`src/rtl/game_pkg.sv`:
```
// Shared game definitions: direction encoding, request validity helper and
// move scheduler state encoding.
package game_pkg;

    localparam int unsigned DIR_W   = 3;
    localparam int unsigned STATE_W = 3;

    localparam logic [DIR_W-1:0] DIR_NONE  = 3'd0;
    localparam logic [DIR_W-1:0] DIR_UP    = 3'd1;
    localparam logic [DIR_W-1:0] DIR_DOWN  = 3'd2;
    localparam logic [DIR_W-1:0] DIR_LEFT  = 3'd3;
    localparam logic [DIR_W-1:0] DIR_RIGHT = 3'd4;

    localparam logic [STATE_W-1:0] ST_IDLE   = 3'd0;
    localparam logic [STATE_W-1:0] ST_CLEAR  = 3'd1;
    localparam logic [STATE_W-1:0] ST_WAIT   = 3'd2;
    localparam logic [STATE_W-1:0] ST_FIRST  = 3'd3;
    localparam logic [STATE_W-1:0] ST_SECOND = 3'd4;
    localparam logic [STATE_W-1:0] ST_SETTLE = 3'd5;
    localparam logic [STATE_W-1:0] ST_DONE   = 3'd6;

    // A request moves a player only if it names one of the four directions.
    function automatic logic dir_valid(input logic [DIR_W-1:0] d);
        return (d >= DIR_UP) && (d <= DIR_RIGHT);
    endfunction

endpackage

```
`src/rtl/tick_divider.sv`:
```
// Game tick countdown: loads TICK_DIV-1, counts down to zero unless held,
// and rests at zero until reloaded.
module tick_divider #(
    parameter int unsigned TICK_DIV = 1000000
) (
    input  logic clock,
    input  logic reset,
    input  logic load_i,
    input  logic hold_i,
    output logic zero_o
);

    localparam int unsigned CNT_W = (TICK_DIV > 2) ? $clog2(TICK_DIV) : 1;
    localparam logic [CNT_W-1:0] CNT_INIT = CNT_W'(TICK_DIV - 1);

    logic [CNT_W-1:0] count_q;
    logic [CNT_W-1:0] count_d;

    always_comb begin
        count_d = count_q;
        if (load_i) begin
            count_d = CNT_INIT;
        end else if (!hold_i && (count_q != '0)) begin
            count_d = count_q - CNT_W'(1);
        end
    end

    always_ff @(posedge clock) begin
        if (reset) begin
            count_q <= CNT_INIT;
        end else begin
            count_q <= count_d;
        end
    end

    assign zero_o = (count_q == '0);

endmodule

```
`src/rtl/move_scheduler.sv`:
```
// Turn sequencer for the Location datapath: latches player requests, and per game
// tick issues one mouse and one cat move, alternating the first mover each round.
module move_scheduler
    import game_pkg::*;
#(
    parameter int unsigned TICK_DIV = 1000000,
    parameter int unsigned ROUND_W  = 8
) (
    input  logic               clock,
    input  logic               reset,
    input  logic               start,
    input  logic               pause,
    input  logic [DIR_W-1:0]   mouseReq,
    input  logic [DIR_W-1:0]   catReq,
    input  logic               GameOver,
    output logic [DIR_W-1:0]   mouseDir,
    output logic [DIR_W-1:0]   catDir,
    output logic               locReset,
    output logic [ROUND_W-1:0] Round,
    output logic               Running,
    output logic               Done
);

    logic [STATE_W-1:0] state_q, state_d;
    logic [DIR_W-1:0]   mouse_lat_q, mouse_lat_d;
    logic [DIR_W-1:0]   cat_lat_q, cat_lat_d;
    logic               mouse_first_q, mouse_first_d;
    logic [ROUND_W-1:0] round_q, round_d;
    logic [DIR_W-1:0]   mouse_dir_q, mouse_dir_d;
    logic [DIR_W-1:0]   cat_dir_q, cat_dir_d;
    logic               loc_reset_q, loc_reset_d;
    logic               running_q, running_d;
    logic               done_q, done_d;
    logic               div_load, div_hold, div_zero;
    logic               req_en;

    tick_divider #(.TICK_DIV(TICK_DIV)) u_tick (
        .clock  (clock),
        .reset  (reset),
        .load_i (div_load),
        .hold_i (div_hold),
        .zero_o (div_zero)
    );

    // Next state, latch updates and next registered outputs (tied to state_d so
    // each output is valid in the cycle its state is occupied).
    always_comb begin
        state_d       = state_q;
        mouse_lat_d   = mouse_lat_q;
        cat_lat_d     = cat_lat_q;
        mouse_first_d = mouse_first_q;
        round_d       = round_q;
        div_load      = 1'b0;
        div_hold      = 1'b1;
        mouse_dir_d   = DIR_NONE;
        cat_dir_d     = DIR_NONE;
        req_en        = 1'b0;

        case (state_q)
            ST_IDLE, ST_DONE: begin
                if (start) state_d = ST_CLEAR;
            end
            ST_CLEAR: begin
                req_en   = 1'b1;
                div_load = 1'b1;
                state_d  = ST_WAIT;
            end
            ST_WAIT: begin
                req_en = 1'b1;
                if (GameOver)      state_d = ST_DONE;
                else if (!pause) begin
                    if (div_zero) state_d  = ST_FIRST;
                    else          div_hold = 1'b0;
                end
            end
            ST_FIRST: begin
                req_en  = 1'b1;
                state_d = ST_SECOND;
                if (mouse_first_q) mouse_lat_d = DIR_NONE;
                else               cat_lat_d   = DIR_NONE;
            end
            ST_SECOND: begin
                req_en  = 1'b1;
                state_d = ST_SETTLE;
                if (mouse_first_q) cat_lat_d   = DIR_NONE;
                else               mouse_lat_d = DIR_NONE;
            end
            ST_SETTLE: begin
                req_en = 1'b1;
                if (GameOver) begin
                    state_d = ST_DONE;
                end else begin
                    state_d       = ST_WAIT;
                    div_load      = 1'b1;
                    mouse_first_d = ~mouse_first_q;
                    if (round_q != '1) round_d = round_q + ROUND_W'(1);
                end
            end
            default: state_d = ST_IDLE;
        endcase

        // A fresh request overrides a just-issued clear so it moves next round.
        if (req_en && dir_valid(mouseReq)) mouse_lat_d = mouseReq;
        if (req_en && dir_valid(catReq))   cat_lat_d   = catReq;

        if (state_d == ST_CLEAR) begin
            mouse_lat_d   = DIR_NONE;
            cat_lat_d     = DIR_NONE;
            round_d       = '0;
            mouse_first_d = 1'b1;
        end

        if (state_d == ST_FIRST) begin
            if (mouse_first_q) mouse_dir_d = mouse_lat_d;
            else               cat_dir_d   = cat_lat_d;
        end else if (state_d == ST_SECOND) begin
            if (mouse_first_q) cat_dir_d   = cat_lat_d;
            else               mouse_dir_d = mouse_lat_d;
        end

        loc_reset_d = (state_d == ST_CLEAR);
        running_d   = state_d inside {ST_CLEAR, ST_WAIT, ST_FIRST, ST_SECOND, ST_SETTLE};
        done_d      = (state_d == ST_DONE);
    end

    always_ff @(posedge clock) begin
        if (reset) begin
            state_q       <= ST_IDLE;
            mouse_lat_q   <= DIR_NONE;
            cat_lat_q     <= DIR_NONE;
            mouse_first_q <= 1'b1;
            round_q       <= '0;
            mouse_dir_q   <= DIR_NONE;
            cat_dir_q     <= DIR_NONE;
            loc_reset_q   <= 1'b0;
            running_q     <= 1'b0;
            done_q        <= 1'b0;
        end else begin
            state_q       <= state_d;
            mouse_lat_q   <= mouse_lat_d;
            cat_lat_q     <= cat_lat_d;
            mouse_first_q <= mouse_first_d;
            round_q       <= round_d;
            mouse_dir_q   <= mouse_dir_d;
            cat_dir_q     <= cat_dir_d;
            loc_reset_q   <= loc_reset_d;
            running_q     <= running_d;
            done_q        <= done_d;
        end
    end

    assign mouseDir = mouse_dir_q;
    assign catDir   = cat_dir_q;
    assign locReset = loc_reset_q;
    assign Round    = round_q;
    assign Running  = running_q;
    assign Done     = done_q;

endmodule

```
`config.mk`:
```
export PLATFORM = sky130hd
export DESIGN_NAME = move_scheduler
export DESIGN_NICKNAME = d
export VERILOG_FILES = /design/src/rtl/game_pkg.sv /design/src/rtl/tick_divider.sv /design/src/rtl/move_scheduler.sv
export SDC_FILE = /design/constraint.sdc
export NUM_CORES = 1
export LEC_CHECK = 0
export BUFFER_PORTS_ARGS = -buffer_cell sky130_fd_sc_hd__clkbuf_2
export CORE_ASPECT_RATIO = 0.75
export CORE_MARGIN = 5
export CORE_UTILIZATION = 35
export CTS_CLUSTER_DIAMETER = 150
export DETAILED_ROUTE_END_ITERATION = 16
export GPL_TIMING_DRIVEN = 0
export PLACE_DENSITY = 0.57
export SLEW_MARGIN = 10
export SYNTH_ARGS = -nofsm -noshare
export SYNTH_HDL_FRONTEND = slang
export SYNTH_HIERARCHICAL = 1
export SYNTH_SLANG_ARGS = --single-unit
```
`constraint.sdc`:
```
create_clock -name clock -period 2.6 [get_ports clock]
set_input_delay 0.52 -clock clock [delete_from_list [all_inputs] [get_ports clock]]
set_output_delay 0.52 -clock clock [all_outputs]
set_load 0.005 [all_outputs]
```
==> out/results.ini, run 1 <==
[timing]
slew_viol_final=0
setup_ws_ps=141
finalCritPeriodShare=0.946
hold_violations=0
setup_tns_ps=0
max_freq_mhz=407
finalClockSkew_ps=9.67
slew_headroom=0.626
final.min_clock_period_ps=2460
setup_violations=0
rsz0062_at_grt=false
tightest_slew_ps=561

[clocking]
cts_root_buf=clkbuf_8
numCtsBuffers=5
clock-sinks=47
clk_pin_slew_ps=100
holdBufCountCts=0
clk_latency_ps=300
cts_tree=done
htreeDepth=2
cts_buffer_depth=2

[die]
die_w_um=109
ios=28
initial_core_util=0.355
dieArea_mm2=0.00917
dieHeight_um=84.2
core_area_mm2=0.00723
rows=27

[cells_and_area]
fin_nets=348
diodes=0
drive_gt1_frac=0.248
final_cells=436
area_growth_pct=18.0
final_cell_area_mm2=0.00303

[place]
gp_congestion=0.792
dp.cells=423
io_buffers=27
placed_cell_area_mm2=0.00283
place_hpwl_um=4530
place_worst_setup_slack_ps=-292

[critical_path]
crit_fanout=8
critPathRequiredTime_ps=2800
worst_r2r_path_depth=11
r2r_setup_slack_ps=140
crit_path_start_kind=flop
end_kind=flop
criticalPathCategory=flop to flop
cp.arrival_ps=2660

[global_routing]
grt_pass1_vias=2238
grt_max_degree=16
antenna_found_initial=0
grt_use_total=0.143
grt-ovfl-total=0
grt_pass1_wl_um=10800

[yosys]
avgSynthCellArea_um2=8.70
syn_inst=295
ys_ff_latch=47
syn_area_mm2=0.00257
synth_top_area_cell=dfxtp_1
synthArstFlopShare=0
synthTopCellsByCount=47 x dfxtp_1, 29 x nor2_1, 16 x nand2_1
synthMostInstantiatedCell=dfxtp_1
ys.warnings.count=6
ys_seq_area_frac=0.366
synth-edff-count=0
syn_nets=309
ys_types=71
yosys-top-cells-area=dfxtp_1 37%, nor2_1 4.2%, o211ai_1 3.2%
synth_ff_type=dfxtp_1
synthDominantCellAreaShare=0.366

[min_path]
hold_depth=2
min_path_type=flop to flop

[power]
p_leak_nw=1.11
power_density_mw_per_mm2=484
total_power_mw=1.47
vdd_drop_max_v=0.000213

[drt]
ant_nets=0
drt_iter0_markers=118
drc=0
dr.pass1.iters=4
wl_per_cell_um=14.9
via_count=2413
vias_per_cell=5.53
drt-total-wl_um=6480

[job]
cap_viol_max_count=0

[status]
status=completed

report_power, final:
group | leakage (nW) | total (mW) | internal, mW | switching [mW]
registers | 0.379 | 0.744 | 0.733 | 0.0108
clock network | 0.0581 | 0.551 | 0.287 | 0.264
logic | 0.669 | 0.173 | 0.0629 | 0.110
total | 1.11 | 1.47 | 1.08 | 0.385
per-stage QoR:
| step | hold slack, ps | utilization |
|---|---|---|
| floorplan | 481 | - |
| global placement | 503 | 0.391 |
| detailed placement | 511 | 0.391 |
| CTS | 532 | 0.413 |
| global route | 553 | 0.419 |
| finish | 536 | 0.419 |
final timing paths:
check	start	end
worst max-delay path	u_tick/count_q[0]	u_tick/count_q[10]
worst min-delay path	Round[7]	Round[7]
worst max register to register	u_tick/count_q[0]	u_tick/count_q[10]
worst min register to register	Round[7]	Round[7]
kinds of logic (layout without fill, tap and decap cells):
group                      Yosys count  in the layout  synth area share
buffers and inverters               20             60            0.0370
adders and majority gates            3              3            0.0146
muxes                                2              2           0.00780
and+or+nand+nor                    135            135             0.318
xor gates and xnor gates             6              6            0.0205
DFF                                 47             47             0.366
AOI/OAI and AO/OA                   82             82             0.235
timing repair:
item                                    4_1_cts  5_1_grt
endpoints found under the setup margin       16       10
pin swaps                                     3        2
resized for setup                             4        7
buffers inserted                              2        3
final cells by class:
cell class                      instances  area [um2]
Fill cell                             760        4200
Multi-Input combinational cell        228        1580
Sequential cell                        47         943
Timing Repair Buffer                   32         173
Tap cell                              101         126
Buffer                                 13        71.3
Clock buffer                            5        68.8
Clock inverter                          3        43.8
Inverter                                7        26.3
placed cells by master (no fill, tap or decap), types with 4 or more instances in the layout:
cell / instances
a21oi_1: 12
nor4_1: 5
clkbuf_8: 5
o21ai_0: 11
buf_4: 6
or3_1: 4
or2_2: 4
nor2b_1: 7
nor2_1: 28
nand2_1: 16
nor3_1: 9
dfxtp_1: 45
o211ai_1: 11
clkbuf_2: 28
nand4_1: 5
nor3b_1: 4
nand2b_1: 4
a31oi_1: 9
and3_1: 4
buf_2: 5
nor4_4: 4
inv_1: 7
nand3_1: 13
flip-flops by register name, indices dropped and copies added, names as in the netlist, 3 cells and up:
name,cells
mouse_lat_q,3
cat_lat_q,3
u_tick/count_q,20
state_q,3
mouseDir,3
catDir,3
Round,8
worst max-delay path, stage by stage, from the launching register on:
cell	delay (ps)
dfxtp_2	370
inv_1	80
ha_1	230
nand2b_1	100
or2_4	130
nor4_4	40
nand3b_1	200
or4b_1	480
clkbuf_4	210
nor4_2	190
a21oi_1	110
a31o_2	210
layer usage:
metal | wire [um] | GRT usage
met3 | 287 | 0.0292
met5 | 0 | 0
met2 | 2740 | 0.203
met4 | 27 | 0.0344
met1 | 3420 | 0.218
No activity file was read; power rests on OpenSTA's default activity.
==> run 2: changes to the inputs <==
--- a/config.mk
+++ b/config.mk
@@ -6,15 +6,17 @@
 export NUM_CORES = 1
 export LEC_CHECK = 0
 export BUFFER_PORTS_ARGS = -buffer_cell sky130_fd_sc_hd__clkbuf_2
+export CELL_PAD_IN_SITES_DETAIL_PLACEMENT = 1
+export CELL_PAD_IN_SITES_GLOBAL_PLACEMENT = 1
 export CORE_ASPECT_RATIO = 0.75
 export CORE_MARGIN = 5
 export CORE_UTILIZATION = 35
 export CTS_CLUSTER_DIAMETER = 150
 export DETAILED_ROUTE_END_ITERATION = 16
 export GPL_TIMING_DRIVEN = 0
-export PLACE_DENSITY = 0.57
+export PLACE_DENSITY = 0.71
+export SETUP_SLACK_MARGIN = 0.5
 export SLEW_MARGIN = 10
 export SYNTH_ARGS = -nofsm -noshare
 export SYNTH_HDL_FRONTEND = slang
-export SYNTH_HIERARCHICAL = 1
 export SYNTH_SLANG_ARGS = --single-unit
==> out/results.ini, run 2 <==
[drt]
drc=0  ; unchanged
drt-total-wl_um=5940  ; -8.3%
vias_per_cell=5.37  ; -2.9%
via_count=2080  ; -14%
ant_nets=0  ; unchanged
wl_per_cell_um=15.3  ; +3.3%
dr.pass1.iters=4  ; unchanged
drt_iter0_markers=113  ; -4.2%

[timing]
setup_tns_ps=0  ; unchanged
tightest_slew_ps=587  ; +25.6 ps
setup_violations=0  ; unchanged
hold_ws_ps=515  ; -21.4 ps
final.min_clock_period_ps=1990  ; -469 ps
finalClockSkew_ps=3.62  ; -6.05 ps
rsz0062_at_grt=true
finalCritPeriodShare=0.765  ; -0.180
slew_headroom=0.609  ; -0.0171
setup_ws_ps=610  ; +469 ps
max_freq_mhz=502  ; +24%
hold_violations=0  ; unchanged
slew_viol_final=0  ; unchanged

[cells_and_area]
area_growth_pct=18.9
final_cell_mix=47 x dfxtp_1, 41 x nor2_1, 31 x clkbuf_2, 29 x nand2_1, 13 x xor2_1
largest_reg_flops=20  ; unchanged
multiInputGateArea_mm2=0.00136  ; -14%
diodes=0  ; unchanged
final_common_cell=dfxtp_1
final_core_util=0.432  ; +0.0132
nFillCells=773  ; +1.7%
fin_nets=318  ; -8.6%
drive_gt1_frac=0.216  ; -0.0321
regMostFlops=u_tick.count_q
final_cells=387  ; -11%
seqCellArea_um2=941  ; -0.27%

[yosys]
synthDominantCellAreaShare=0.406  ; +0.0391
synthTopCellsByCount=47 x dfxtp_1, 41 x nor2_1, 29 x nand2_1
ys.warnings.count=0  ; -6
avgSynthCellArea_um2=8.62  ; -0.92%
syn_nets=282  ; -8.7%
synth_top_area_cell=dfxtp_1
synthMostInstantiatedCell=dfxtp_1
synth-edff-count=0  ; unchanged
syn_area_mm2=0.00232  ; -9.6%
syn_inst=269  ; -8.8%
ys_types=55  ; -23%
yosys-top-cells-area=dfxtp_1 41%, nor2_1 6.6%, xor2_1 4.9%
synth_ff_type=dfxtp_1
ys_seq_area_frac=0.406  ; +0.0391
ys_ff_latch=47  ; unchanged
synthArstFlopShare=0  ; unchanged

[die]
dieArea_mm2=0.00837  ; -8.7%
initial_core_util=0.364  ; +0.00839
rows=25  ; -7.4%
dieHeight_um=80.5  ; -4.4%
die_w_um=104  ; -4.5%
ios=28  ; unchanged
core_area_mm2=0.00638  ; -12%

[place]
io_buffers=27  ; unchanged
dp.cells=377  ; -11%
gp_congestion=0.774  ; -2.2%
place_hpwl_um=4310  ; -4.9%
place_worst_setup_slack_ps=429  ; +721 ps

[global_routing]
grt_max_degree=16  ; unchanged
grt-ovfl-total=0  ; unchanged
grt_use_total=0.142  ; -0.00114
antenna_found_initial=0  ; unchanged
grt_pass1_wl_um=9780  ; -9.4%
grt_pass1_vias=2037  ; -9.0%

[critical_path]
crit_path_start_kind=flop
end_kind=flop
crit_fanout=10  ; +2
cp.arrival_ps=2230  ; -430 ps
criticalPathCategory=flop to flop
critPathRequiredTime_ps=2840  ; +40 ps

[power]
power_density_mw_per_mm2=565  ; +17%
p_leak_nw=1.06  ; -4.4%
vdd_drop_max_v=0.000207  ; -2.5%

[min_path]
min_path_type=flop to flop

[clocking]
htreeDepth=2  ; unchanged
cts_root_buf=clkbuf_8
numCtsBuffers=5  ; unchanged
cts_tree=done
clk_latency_ps=300  ; about the same
clk_pin_slew_ps=90  ; about the same
cts_buffer_depth=2  ; unchanged
clock-sinks=47  ; unchanged

[job]
cap_viol_max_count=0  ; unchanged

[status]
status=completed

[run 2: kinds of logic (layout without fill, tap and decap cells)]
group	count (synthesis)	after routing	synth area share
XOR/XNOR	24	24	0.0906
multiplexers	2	2	0.00863
flip-flops	47	47	0.406
AND/OR/NAND/NOR	132	132	0.313
buffers and inverters	15	52	0.0264
AO/OA/AOI/OAI	47	47	0.145
adder cells (fa/ha/maj)	2	2	0.0108
[run 2: what timing repair did]
item | CTS | global route
hold endpoints to repair | 0 | 0
setup buffers | 0 | 2
pin swaps | 1 | 1
hold buffers | 0 | 0
endpoints found under the setup margin | 9 | 38
gates resized for setup | 3 | 11
[run 2: final cells by class]
class,count,share of cell area
Multi-Input combinational cell,207,0.494
Sequential cell,47,0.341
Timing Repair Buffer,29,0.0544
Tap cell,81,0.0367
Clock buffer,5,0.0249
Clock inverter,3,0.0245
Buffer,10,0.0172
Inverter,5,0.00680
[run 2: path summary, 6_finish.rpt]
| kind | startpoint | to | slack [ps] | cells after the start |
|---|---|---|---|---|
| min reg2reg | Round[1] | Round[1] | 510 | 2 |
| min | Round[1] | Round[1] | 510 | 2 |
| max reg2reg | u_tick.count_q[0] | mouseDir[0] | 610 | 8 |
| max | u_tick.count_q[0] | mouseDir[0] | 610 | 8 |
[run 2: where the power goes]
group	internal (mW)	switching, mW
combinational	0.0561	0.107
sequential	0.732	0.00898
clock	0.384	0.270
[run 2: critical path, cell delays in order (launching register included)]
cell	delay, ps
dfxtp_1	330
inv_1	90
ha_1	180
nor3b_4	220
nand2_1	140
buf_2	240
nor4_4	380
a31oi_2	200
nor2_1	140
[run 2: layer usage]
| metal | GRT usage | vias up | share of wire |
|---|---|---|---|
| met3 | 0.0313 | 2 | 0.041 |
| li1 | - | 1039 | - |
| met2 | 0.226 | 33 | 0.44 |
| met5 | 0 | - | 0 |
| met1 | 0.195 | 1006 | 0.52 |
| met4 | 0.0310 | 0 | 0.0040 |
[run 2: stage by stage]
stage / power [mW] / cell area, um2
2_1_floorplan: 0.862 / 2320
3_3_place_gp: 0.910 / 2560
3_5_place_dp: 0.915 / 2560
4_1_cts: 1.57 / 2710
5_1_grt: 1.62 / 2760
6_report: 1.56 / 2760
==> run 3: changes to the inputs <==
--- a/config.mk
+++ b/config.mk
@@ -5,6 +5,7 @@
 export SDC_FILE = /design/constraint.sdc
 export NUM_CORES = 1
 export LEC_CHECK = 0
+export ABC_AREA = 1
 export BUFFER_PORTS_ARGS = -buffer_cell sky130_fd_sc_hd__clkbuf_2
 export CELL_PAD_IN_SITES_DETAIL_PLACEMENT = 1
 export CELL_PAD_IN_SITES_GLOBAL_PLACEMENT = 1
==> constraint.sdc (replaced) <==
create_clock -name clock -period 2.1 [get_ports clock]
set_input_delay 0.42 -clock clock [delete_from_list [all_inputs] [get_ports clock]]
set_output_delay 0.42 -clock clock [all_outputs]
set_load 0.005 [all_outputs]
==> out/results.ini, run 3 <==
[status]
status=completed

[cells_and_area]
regMostFlops=u_tick.count_q
drive_gt1_frac=0.234  ; +0.0182
largest_reg_flops=20  ; unchanged
nFillCells=885  ; +14%
area_growth_pct=21.5
final_cell_area_mm2=0.00297  ; +7.5%
final_common_cell=nand2_1
seqCellArea_um2=953  ; +1.3%
final_cell_mix=79 x nand2_1, 41 x dfxtp_1, 37 x inv_1, 36 x nand3_1, 30 x nor2_1
diodes=0  ; unchanged
multiInputGateArea_mm2=0.00140  ; +2.4%
fin_nets=401  ; +26%

[place]
gp_congestion=0.794  ; +2.5%
place_hpwl_um=4820  ; +12%
io_buffers=27  ; unchanged
placed_cell_area_mm2=0.00268  ; +4.9%

[clocking]
htreeDepth=2  ; unchanged
clk_latency_ps=300  ; about the same
holdBufCountCts=0  ; unchanged
cts_buffer_depth=2  ; unchanged
clock-sinks=47  ; unchanged
cts_root_buf=clkbuf_8
clk_pin_slew_ps=80  ; about the same
numCtsBuffers=5  ; unchanged
cts_tree=done

[drt]
vias_per_cell=5.00  ; -6.9%
via_count=2366  ; +14%
drt_iter0_markers=121  ; +7.1%
drt-total-wl_um=6560  ; +10%
ant_nets=0  ; unchanged
dr.pass1.iters=4  ; unchanged
wl_per_cell_um=13.9  ; -9.7%
drc=0  ; unchanged

[yosys]
syn_nets=357  ; +27%
ys_types=33  ; -40%
ys_seq_area_frac=0.385  ; -0.0202
synthDominantCellAreaShare=0.385  ; -0.0202
synthTopCellsByCount=82 x nand2_1, 47 x dfxtp_1, 38 x inv_1, 38 x nor2_1, 37 x nand3_1
yosys-top-cells-area=dfxtp_1 39%, nand2_1 13%, nand3_1 7.6%
synthArstFlopShare=0  ; unchanged
syn_inst=344  ; +28%
ys_ff_latch=47  ; unchanged
ys.warnings.count=0  ; unchanged
synth_ff_type=dfxtp_1
synth_top_area_cell=dfxtp_1
avgSynthCellArea_um2=7.10  ; -18%
syn_area_mm2=0.00244  ; +5.2%
synth-edff-count=0  ; unchanged
synthMostInstantiatedCell=nand2_1

[power]
p_leak_nw=1.27  ; +20%
total_power_mw=1.82  ; +17%
power_density_mw_per_mm2=615  ; +9.0%
vdd_drop_max_v=0.000232  ; +12%

[die]
rows=26  ; +4.0%
dieHeight_um=82.3  ; +2.3%
core_area_mm2=0.00680  ; +6.5%
dieArea_mm2=0.00876  ; +4.6%
ios=28  ; unchanged
initial_core_util=0.359  ; -0.00449
die_w_um=106  ; +2.3%

[timing]
setup_tns_ps=0  ; unchanged
finalCritPeriodShare=0.752  ; -0.0135
final.min_clock_period_ps=1580  ; -411 ps
slew_viol_final=0  ; unchanged
tightest_slew_ps=382  ; -205 ps
slew_headroom=0.743  ; +0.134
rsz0062_at_grt=true
hold_violations=0  ; unchanged
hold_ws_ps=427  ; -87.9 ps
finalClockSkew_ps=4.55  ; +0.927 ps
max_freq_mhz=633  ; +26%
setup_violations=0  ; unchanged

[critical_path]
criticalPathCategory=flop to flop
cp_cell_sequence=nor2_2 > nand2_1 > nor2_4 > nand3_4 > nand2_8 > clkinv_8 > buf_12 > nand2_1 > o211ai_2
end_kind=flop
path_buf_inv=2  ; unchanged
cpMostUsedCell=nand2_1
path_delay_family=simple AND/OR/NAND/NOR gates
crit_fanout=10  ; unchanged
slowest_stage=dfxtp_1
crit_path_start_kind=flop
cp.arrival_ps=1760  ; -470 ps
critPathRequiredTime_ps=2280  ; -560 ps
cpPeakStageDelay_ps=370  ; about the same

[min_path]
min_path_type=primary input to flop

[global_routing]
grt_max_degree=14  ; -2
antenna_found_initial=0  ; unchanged
grt-ovfl-total=0  ; unchanged
grt_use_total=0.158  ; +0.0163
grt_pass1_wl_um=11200  ; +14%
grt_pass1_vias=2425  ; +19%

[job]
cap_viol_max_count=0  ; unchanged

[run 3: where the power goes]
part | switching (mW) | leakage (nW) | internal, mW
Combinational | 0.219 | 0.842 | 0.115
Clock | 0.297 | 0.0422 | 0.234
Sequential | 0.0293 | 0.383 | 0.930
Total | 0.545 | 1.27 | 1.28
[run 3: stage by stage]
stage	util	instances	setup slack (ps)
2_1_floorplan	-	344	571
3_3_place_gp	0.394	455	292
3_5_place_dp	0.394	455	293
4_1_cts	0.416	468	494
5_1_grt	0.436	473	422
6_report	0.436	473	521
[run 3: final timing paths]
check / depth (start not counted) / slack (ps) / end / from
worst max-delay path: 9 / 520 / u_tick.count_q[19] / u_tick.count_q[10]
worst min-delay path: 2 / 430 / Done / reset
worst max register to register: 9 / 520 / u_tick.count_q[19] / u_tick.count_q[10]
worst min register to register: 2 / 500 / u_tick.count_q[13] / u_tick.count_q[13]
[run 3: layout make-up]
cell class                 instances  share of cell area
multi-input combinational        251               0.471
sequential                        47               0.322
clock buffer                       7              0.0257
inverter                          44              0.0641
tap                               84              0.0354
timing repair buffer              36              0.0684
clock inverter                     1             0.00169
buffer                             3              0.0122
[run 3: cells by family after synthesis]
logic type | Yosys count | share of synthesized area
simple gates | 190 | 0.362
fa+ha+maj | 2 | 0.0102
buf+inv | 47 | 0.0841
xor+xnor | 16 | 0.0574
flops | 47 | 0.385
compound gates | 42 | 0.101
[run 3: worst reg2reg max path, stage by stage (launching register included)]
cell and delay, ps:
dfxtp_1 370, nor2_2 170, nand2_1 150, nor2_4 160
nand3_4 110, nand2_8 130, clkinv_8 80, buf_12 150
nand2_1 80, o211ai_2 70
[run 3: routing by layer]
metal | GRT usage | wire, um | vias to the layer above
li1 | - | - | 1204
met1 | 0.216 | 3330 | 1118
met2 | 0.264 | 2940 | 37
met3 | 0.0241 | 221 | 7
met4 | 0.0421 | 72 | 0
met5 | 0 | 0 | -
[run 3: timing repair]
action / CTS / global route
resized for setup: 7 / 33
pin swaps: 4 / 1
setup buffers: 4 / 5
gates cloned: 1 / 0
endpoints found under the setup margin: 31 / 36
